File: src/rtl/flit_rx_assembler.sv
// Assembles MSB-first UART bytes into checksummed flits and queues good flits
// in a small first-word-fall-through FIFO with a registered head.
module flit_rx_assembler #(
   parameter int FLIT_WIDTH   = 128,
   parameter int DEPTH        = 2,
   parameter int BYTE_TIMEOUT = 17360
) (
   input  logic                  clk,
   input  logic                  rst,
   input  logic [7:0]            in_byte,
   input  logic                  in_valid,
   output logic [FLIT_WIDTH-1:0] out_flit,
   output logic                  out_valid,
   input  logic                  out_ready,
   output logic                  err_overflow,
   output logic                  err_checksum,
   output logic                  err_timeout,
   output logic [15:0]           good_count,
   output logic [15:0]           drop_count
);

   localparam int NB = FLIT_WIDTH / 8;
   localparam int IW = $clog2(NB);
   localparam int AW = $clog2(DEPTH);
   localparam int CW = $clog2(DEPTH + 1);
   localparam int TW = $clog2(BYTE_TIMEOUT + 1);

   localparam logic [IW-1:0] LAST_IDX      = IW'(NB - 1);
   localparam logic [IW-1:0] LAST_WORD_IDX = IW'(NB - 3);
   localparam logic [TW-1:0] TIMEOUT_LAST  = TW'(BYTE_TIMEOUT - 1);
   localparam logic [CW-1:0] FULL_COUNT    = CW'(DEPTH);

   typedef enum logic [1:0] {
      IDLE    = 2'd0,
      COLLECT = 2'd1,
      CHECK   = 2'd2
   } state_t;

   state_t                  state_reg, state_next;
   logic [IW-1:0]           idx_reg;
   logic [TW-1:0]           tcnt_reg;
   logic [15:0]             sum_reg;
   logic [FLIT_WIDTH-1:0]   shift_reg;

   logic                    start_flit, collect_byte, take_byte, add_word;
   logic                    timeout, checking, sum_ok;
   logic                    push, pop, full, drop_ovf, drop_cks;

   logic [FLIT_WIDTH-1:0]   mem [DEPTH];
   logic [AW-1:0]           wr_ptr_reg, rd_ptr_reg;
   logic [CW-1:0]           count_reg;
   logic [FLIT_WIDTH-1:0]   out_flit_reg;
   logic [15:0]             good_count_reg, drop_count_reg;

   always_comb begin
      state_next   = state_reg;
      start_flit   = 1'b0;
      collect_byte = 1'b0;
      timeout      = 1'b0;
      checking     = 1'b0;
      case (state_reg)
         IDLE: begin
            if (in_valid) begin
               start_flit = 1'b1;
               state_next = COLLECT;
            end
         end
         COLLECT: begin
            if (in_valid) begin
               collect_byte = 1'b1;
               if (idx_reg == LAST_IDX)
                  state_next = CHECK;
            end else if (tcnt_reg == TIMEOUT_LAST) begin
               timeout    = 1'b1;
               state_next = IDLE;
            end
         end
         CHECK: begin
            checking = 1'b1;
            // A byte arriving during CHECK already belongs to the next flit.
            if (in_valid) begin
               start_flit = 1'b1;
               state_next = COLLECT;
            end else begin
               state_next = IDLE;
            end
         end
         default: state_next = IDLE;
      endcase
   end

   assign take_byte = start_flit | collect_byte;
   // Odd byte index below the checksum word closes a 16-bit data word.
   assign add_word  = collect_byte & idx_reg[0] & (idx_reg <= LAST_WORD_IDX);
   assign sum_ok    = (sum_reg == shift_reg[15:0]);
   assign full      = (count_reg == FULL_COUNT);
   assign pop       = out_valid & out_ready;
   assign push      = checking & sum_ok & (~full | pop);
   assign drop_ovf  = checking & sum_ok & full & ~pop;
   assign drop_cks  = checking & ~sum_ok;

   always_ff @(posedge clk) begin
      if (rst) begin
         state_reg <= IDLE;
         idx_reg   <= '0;
         tcnt_reg  <= '0;
         sum_reg   <= '0;
         shift_reg <= '0;
      end else begin
         state_reg <= state_next;
         if (take_byte)
            shift_reg <= {shift_reg[FLIT_WIDTH-9:0], in_byte};
         if (start_flit) begin
            idx_reg  <= IW'(1);
            tcnt_reg <= '0;
            sum_reg  <= '0;
         end else if (collect_byte) begin
            idx_reg  <= idx_reg + 1'b1;
            tcnt_reg <= '0;
            if (add_word)
               sum_reg <= sum_reg + {shift_reg[7:0], in_byte};
         end else if (state_reg == COLLECT && !timeout) begin
            tcnt_reg <= tcnt_reg + 1'b1;
         end else begin
            idx_reg  <= '0;
            tcnt_reg <= '0;
            sum_reg  <= '0;
         end
      end
   end

   always_ff @(posedge clk) begin
      if (push && !rst)
         mem[wr_ptr_reg] <= shift_reg;
   end

   always_ff @(posedge clk) begin
      if (rst) begin
         wr_ptr_reg   <= '0;
         rd_ptr_reg   <= '0;
         count_reg    <= '0;
         out_flit_reg <= '0;
      end else begin
         if (push)
            wr_ptr_reg <= wr_ptr_reg + 1'b1;
         if (pop)
            rd_ptr_reg <= rd_ptr_reg + 1'b1;
         case ({push, pop})
            2'b10:   count_reg <= count_reg + 1'b1;
            2'b01:   count_reg <= count_reg - 1'b1;
            default: count_reg <= count_reg;
         endcase
         // Bypass the array when the pushed flit becomes the new head.
         if (push && (count_reg == CW'(0) || (count_reg == CW'(1) && pop)))
            out_flit_reg <= shift_reg;
         else if (pop)
            out_flit_reg <= mem[rd_ptr_reg + 1'b1];
      end
   end

   always_ff @(posedge clk) begin
      if (rst) begin
         good_count_reg <= '0;
         drop_count_reg <= '0;
      end else begin
         if (push && good_count_reg != 16'hFFFF)
            good_count_reg <= good_count_reg + 1'b1;
         if ((drop_ovf || drop_cks || timeout) && drop_count_reg != 16'hFFFF)
            drop_count_reg <= drop_count_reg + 1'b1;
      end
   end

   assign out_flit     = out_flit_reg;
   assign out_valid    = (count_reg != CW'(0));
   assign err_overflow = drop_ovf & ~rst;
   assign err_checksum = drop_cks & ~rst;
   assign err_timeout  = timeout & ~rst;
   assign good_count   = good_count_reg;
   assign drop_count   = drop_count_reg;

endmodule

File: config.mk
export PLATFORM = sky130hd
export DESIGN_NAME = flit_rx_assembler
export DESIGN_NICKNAME = d
export VERILOG_FILES = /design/src/rtl/flit_rx_assembler.sv
export SDC_FILE = /design/constraint.sdc
export NUM_CORES = 1
export LEC_CHECK = 0
export CAP_MARGIN = 20
export CORE_MARGIN = 2
export CORE_UTILIZATION = 63
export DETAILED_ROUTE_END_ITERATION = 8
export PLACE_DENSITY_LB_ADDON = 0.25
export SLEW_MARGIN = 10
export SYNTH_ARGS = -nofsm -noshare
export SYNTH_HDL_FRONTEND = slang
export SYNTH_SLANG_ARGS = --single-unit
File: constraint.sdc
create_clock -name clk -period 43 [get_ports clk]
set_clock_uncertainty 0.2 [all_clocks]
set_input_delay 12.9 -clock clk [delete_from_list [all_inputs] [get_ports clk]]
set_output_delay 12.9 -clock clk [all_outputs]
set_load 0.01 [all_outputs]
==> results of run 1 <==
==> cell families (layout without fill, tap and decap cells) <==
family / count (synthesis) / in the layout / share of synthesized area (%)
xor gates and xnor gates: 62 / 62 / 2.39
AOI/OAI and AO/OA: 473 / 473 / 10.9
DFF: 585 / 585 / 62.7
and+or+nand+nor: 750 / 750 / 13.8
muxes: 132 / 132 / 5.81
buffers and inverters: 146 / 313 / 2.96
adders and majority gates: 25 / 25 / 1.41
==> final timing paths <==
kind / end / slack [ps] / cells past startpoint / start
max: err_timeout / 15400 / 3 / in_valid
min: out_flit[96]$_SDFFE_PP0P_ / 240 / 2 / out_flit[96]$_SDFFE_PP0P_
max reg2reg: mem[1][118]$_DFFE_PP_ / 38620 / 8 / shift_reg[4]$_SDFFE_PP0P_
min reg2reg: out_flit[96]$_SDFFE_PP0P_ / 240 / 2 / out_flit[96]$_SDFFE_PP0P_
==> critical path, stage by stage <==
cell,delay (ps)
clkdlybuf4s50_1,710
nor3_1,320
clkdlybuf4s50_1,570
==> metal layers <==
layer,GRT usage [%],vias to the layer above
li1,-,7808
met1,33.2,7645
met2,42.8,535
met3,4.54,88
met4,10.0,0
met5,0,-
==> stage by stage <==
| stage | util [%] | power [mW] |
|---|---|---|
| floorplan | - | 0.715 |
| global placement | 69.2 | 0.768 |
| detailed placement | 69.2 | 0.772 |
| CTS | 74.5 | 1.27 |
| global route | 74.6 | 1.31 |
| finish | 74.6 | 1.26 |
==> synthesized netlist by cell type, types with 5 or more instances <==
library cell,number,area share [%]
and3_1,12,0.33
dfxtp_1,329,29
nor4_1,7,0.19
buf_2,16,0.35
a211oi_1,7,0.23
nand3_1,26,0.57
or2_2,5,0.14
or4_1,6,0.20
mux2i_1,131,5.8
edfxtp_1,256,34
nand2_1,551,9.1
nor2b_1,9,0.25
nor3_1,11,0.24
xor2_1,27,1.0
inv_1,18,0.30
ha_1,24,1.3
clkbuf_1,90,1.5
nand4_1,17,0.47
o21ai_1,240,5.3
o21ai_0,36,0.79
buf_6,14,0.69
xnor2_1,35,1.3
nand2b_1,11,0.30
nor3b_1,5,0.16
nor2_1,73,1.2
buf_1,8,0.13
a21oi_1,157,3.5
==> power groups by stage <==
stage               registers [mW]  logic [mW]  clock network, mW
floorplan                    0.619      0.0959                  0
CTS                          0.609       0.153              0.505
finish                       0.609       0.152              0.499
global route                 0.611       0.167              0.529
global placement             0.620       0.148                  0
detailed placement           0.621       0.151                  0
==> area by class of cell <==
type | count | share of cell area (%)
flip-flops and latches | 585 | 53.8
inverters | 18 | 0.255
clock inverters | 23 | 1.14
repair buffers | 191 | 7.12
clock buffers | 81 | 5.97
well taps | 461 | 2.17
multi-input cells | 1442 | 29.6
==> results.tsv, run 1 <==
stage	metric	value	unit
run	MaxCap Viol Count	0	
drt	Via density	5.74	
logic_synthesis	Post-synth ARST share	0	%
drt	DR DRC count	0	
timing	fin crit share	64.2	%
run_status	status	finished clean	
timing	endpoints failing hold	0	
power	Leakage	9.33	nW
power	clock share of power	39.6	%
min_path	hold crit path type	reg -> reg	
place	dpl hpwl	29100	µm
power	Switching Fraction	24.0	%
floorplanning	Die ar.	37700	µm²
floorplanning	die extent in x	194	µm
clocking	cts hold-fix bufs	0	
layout	commonest cells after routing, fill and taps aside	nand2_1, dfxtp_1, edfxtp_1	
place	placer congestion estimate	0.870	
timing	Slew HR	28.4	%
layout	max reg flops	256	
drt	DR top layer	met4	
global_route	GRT Util Overall	25.5	%
global_route	number of global-route vias before repair	15940	
timing	Final min period	27600	ps
layout	register area	14300	µm²
place	Placed Cells	2695	
drt	Post-Route WL	48700	µm
layout	Nets	2330	
timing	maximum clock frequency	36.2	MHz
power	P_sw	303	µW
floorplanning	Initial Util	64.0	%
power	Pint	958	µW
logic_synthesis	ys flop type	dfxtp_1	
layout	leading cell type in the layout, fill and taps excluded	nand2_1	
logic_synthesis	Synth Instances	2173	
global_route	global-route wire length before repair	79100	µm
layout	Area growth syn-to-layout	16.7	%
power	Max VDD drop	0.0000343	V
critical_path	Crit path required time	29900	ps
layout	Fill cells	2400	
logic_synthesis	syn avg cell area	10.5	µm²
critical_path	Worst setup SP type	input port	
drt	DR WL/cell	17.4	µm
layout	layout cells sized above 1	5.09	%
clocking	Clock transition at path regs	60	ps
clocking	# clock sinks	585	
critical_path	critical path endpoint category	output pin	
global_route	initial antenna violation count	0	
clocking	total CTS buffers	55	
timing	final worst setup slack	15400	ps
drt	Initial DRC Count	1291	
layout	cell area after layout	26500	µm²
drt	met3 WL post-DR	3110	µm
clocking	clock buffer depth	3	
place	Post-DP Area	24600	µm²
global_route	largest net degree at the start of global routing	115	
clocking	Resized cells post-CTS	0	
floorplanning	number of I/O pins	176	
timing	Final Slew Violations	0	
global_route	total gr overflow	0	
logic_synthesis	mapped cell area	22800	µm²
critical_path	Worst Path Max Fanout	16	
logic_synthesis	sequential share of the synthesized area	62.7	%
timing	RSZ-0062 raised after global routing	no	
logic_synthesis	post-synthesis cell type count	58	
clocking	htree depth	2	
clocking	worst skew pair latency	600	ps
timing	slew at the pin with the worst max-slew slack	1070	ps
layout	multi-input logic area	7850	µm²
power	pwr dens	47.5	nW/µm²
drt	M1 WL	20900	µm
drt	Antenna Violating Nets Remaining	0	
logic_synthesis	yosys warns	0	
power	Logic pwr share	12.1	%
critical_path	Worst EP arrival	14500	ps
critical_path	critical path class	in -> out	
place	I/O Buffers	175	
place	pre-CTS setup slack	15420	ps
drt	DR WL met2	23400	µm
floorplanning	Rows	69	
logic_synthesis	Post-synth EDFFs	256	
layout	antenna cells	0	
clocking	CTS tree	yes	
timing	aggregate negative setup slack	0	ps
floorplanning	total core area	35600	µm²
floorplanning	Die Span Y	194	µm
drt	total iterations of the first detailed-routing run	7	
clocking	total setup buffers inserted after CTS	0	
logic_synthesis	syn_nets	2210	
timing	Worst Hold Slack	243	ps
power	Seq pwr share	48.3	%
timing	final number of setup-violating endpoints	0	
layout	post-route insts no fill	2801	
clocking	CTS root buffer	clkbuf_16	
logic_synthesis	Synth Register Bits	585	
drt	total number of vias	16076	
(Power assumes the default switching activity.)
==> run 2, diff against run 1 <==
CORE_UTILIZATION = 58   (was 63)
clock period = 25.4 ns   (was 43 ns; I/O delays follow)
==> run 2 against run 1 <==
  * Final cell count up 2.0%
  * Die area up 8.4%
  * Sequential share of layout area up 0.20 points
  * Sequential cell count unchanged
  * Design area down 0.36%
  * Global-route usage down 1.2 points
  * Critical path depth unchanged
==> results.tsv, run 2 (synthesis results as in run 1) <==
stage	metric	value	unit	change
drt	total number of vias	15982		-0.58%
power	Max VDD drop	0.0000533	V	+56%
place	I/O Buffers	175		unchanged
timing	Final Slew Violations	0		unchanged
timing	RSZ-0062 raised after global routing	no		
clocking	CTS tree	yes		
place	Post-DP Area	24700	µm²	+0.32%
critical_path	Worst Path Max Fanout	16		unchanged
floorplanning	total core area	38600	µm²	+8.7%
timing	Slew HR	23.5	%	-4.9 points
clocking	total CTS buffers	55		unchanged
layout	max reg flops	256		unchanged
layout	Fill cells	2910		+21%
timing	fin crit share	67.0	%	
critical_path	Worst R2R End	mem[1][46]$_DFFE_PP_		
timing	aggregate negative setup slack	0	ps	unchanged
clocking	clock buffer depth	3		unchanged
timing	final number of setup-violating endpoints	0		unchanged
layout	layout cells sized above 1	4.75	%	-0.34 points
layout	Area growth syn-to-layout	16.2	%	
drt	DR WL/cell	17.3	µm	-0.21%
timing	endpoints failing hold	0		unchanged
min_path	hold path endpoint	out_flit[64]$_SDFFE_PP0P_		
floorplanning	number of I/O pins	176		unchanged
critical_path	Worst EP arrival	9190	ps	-5310 ps
critical_path	Critical path buffers and inverters	2		unchanged
drt	Initial DRC Count	1203		-6.8%
global_route	number of global-route vias before repair	15697		-1.5%
min_path	Hold Crit Start	out_flit[64]$_SDFFE_PP0P_		
timing	final worst setup slack	8390	ps	-7010 ps
run	MaxCap Viol Count	0		unchanged
place	placer congestion estimate	0.856		-1.5%
layout	Nets	2329		-0.043%
drt	DR DRC count	0		unchanged
critical_path	Crit path required time	17580	ps	-12,320 ps
layout	post-route insts no fill	2857		+2.0%
drt	Antenna Violating Nets Remaining	0		unchanged
clocking	worst skew pair latency	610	ps	about the same
critical_path	most used cell, CP	clkdlybuf4s50_1		
clocking	Resized cells post-CTS	0		unchanged
floorplanning	Rows	72		+4.3%
global_route	GRT Util Overall	24.3	%	-1.2 points
critical_path	critical path endpoint category	output pin		
drt	Post-Route WL	49600	µm	+1.8%
timing	Final min period	17010	ps	
floorplanning	die extent in x	202	µm	+4.1%
place	Placed Cells	2753		+2.2%
floorplanning	Die Span Y	202	µm	+4.1%
floorplanning	Die ar.	40800	µm²	+8.4%
critical_path	Worst setup SP type	input port		
layout	leading cell type in the layout, fill and taps excluded	nand2_1		
min_path	hold crit path type	reg -> reg		
clocking	CTS root buffer	clkbuf_16		
critical_path	Cell Chain, Critical Path	clkdlybuf4s50_1 -> nor3_1 -> clkdlybuf4s50_1		
floorplanning	Initial Util	58.9	%	-5.1 points
clocking	Clock transition at path regs	60	ps	about the same
critical_path	Slowest-stage cell, CP	clkdlybuf4s50_1		
clocking	total setup buffers inserted after CTS	0		unchanged
power	pwr dens	81.4	nW/µm²	+71%
critical_path	reg2reg start	shift_reg[4]$_SDFFE_PP0P_		
run_status	status	finished clean		
global_route	initial antenna violation count	0		unchanged
power	Leakage	9.06	nW	-2.9%
critical_path	Top Family by Delay on Critical Path	buffers and inverters		
clocking	# clock sinks	585		unchanged
layout	cell area after layout	26400	µm²	-0.36%
critical_path	FF-to-FF setup slack	20880	ps	-17,740 ps
critical_path	critical path class	in -> out		
clocking	htree depth	2		unchanged
place	dpl hpwl	28900	µm	-0.61%
critical_path	depth of the worst register-to-register path	8		unchanged
critical_path	Worst path max stage delay	710	ps	about the same
timing	maximum clock frequency	58.8	MHz	
layout	commonest cells after routing, fill and taps aside	nand2_1, dfxtp_1, edfxtp_1		
global_route	global-route wire length before repair	80800	µm	+2.1%
timing	slew at the pin with the worst max-slew slack	1150	ps	+72.9 ps
place	pre-CTS setup slack	8410	ps	-7000 ps
global_route	total gr overflow	0		unchanged
layout	antenna cells	0		unchanged
drt	total iterations of the first detailed-routing run	5		-2
global_route	largest net degree at the start of global routing	107		-7.0%
min_path	hold depth	2		unchanged
drt	Via density	5.59		-2.5%
clocking	cts hold-fix bufs	0		unchanged
run 2: changes by cell type in the layout (fill, tap and decap cells not counted), sizes merged:
cell / previous run / this run
bufinv: 7 / 3
clkbuf: 82 / 86
clkinvlp: 3 / 0
clkinv: 10 / 12
run 2: worst max path at each step:
stage / slack, ps / to / start / cells after the start
2_1_floorplan: 7060 / mem[1][0]$_DFFE_PP_ / rst / 3
3_3_place_gp: 8420 / err_timeout / rst / 4
4_1_cts: 8400 / err_timeout / rst / 4
5_1_grt: 8300 / err_timeout / rst / 4
3_5_place_dp: 8410 / err_timeout / rst / 4
6_report: 8390 / err_timeout / in_valid / 3
run 2: metrics by stage:
stage          hold WS, ps  total power [mW]  utilization [%]
6_report               243              2.15             68.4
3_3_place_gp           234              1.37             63.9
4_1_cts                248              2.17             68.4
3_5_place_dp           239              1.38             63.9
5_1_grt                262              2.23             68.4
2_1_floorplan          226              1.25                -
run 2: per-layer routing:
metal	global-route usage [%]	routed length [µm]	up-vias
met4	8.51	1300	0
met3	4.58	3230	90
met2	40.6	23700	447
li1	-	-	7798
met1	31.9	21400	7647
met5	0	0	-
run 2: cell type report:
| cell class | count | area (µm²) | share of cell area [%] |
|---|---|---|---|
| multi-input cells | 1442 | 7850 | 29.7 |
| clock inverters | 18 | 171 | 0.648 |
| repair buffers | 190 | 1870 | 7.05 |
| inverters | 18 | 67.6 | 0.255 |
| flip-flops and latches | 585 | 14300 | 54.0 |
| clock buffers | 86 | 1570 | 5.95 |
| well taps | 518 | 648 | 2.45 |
run 2: report_power, final:
group | total [mW] | leakage [nW] | internal (mW) | switching, mW
registers | 1.06 | 4.99 | 1.02 | 0.0454
logic | 0.293 | 3.21 | 0.143 | 0.150
clock network | 0.797 | 0.856 | 0.455 | 0.342
run 2: worst min-delay path, delay by kind of cell, from the launching register on:
family	cells	cell delay, ps
and+or+nand+nor	1	50
DFF	1	310
AOI/OAI and AO/OA	1	50
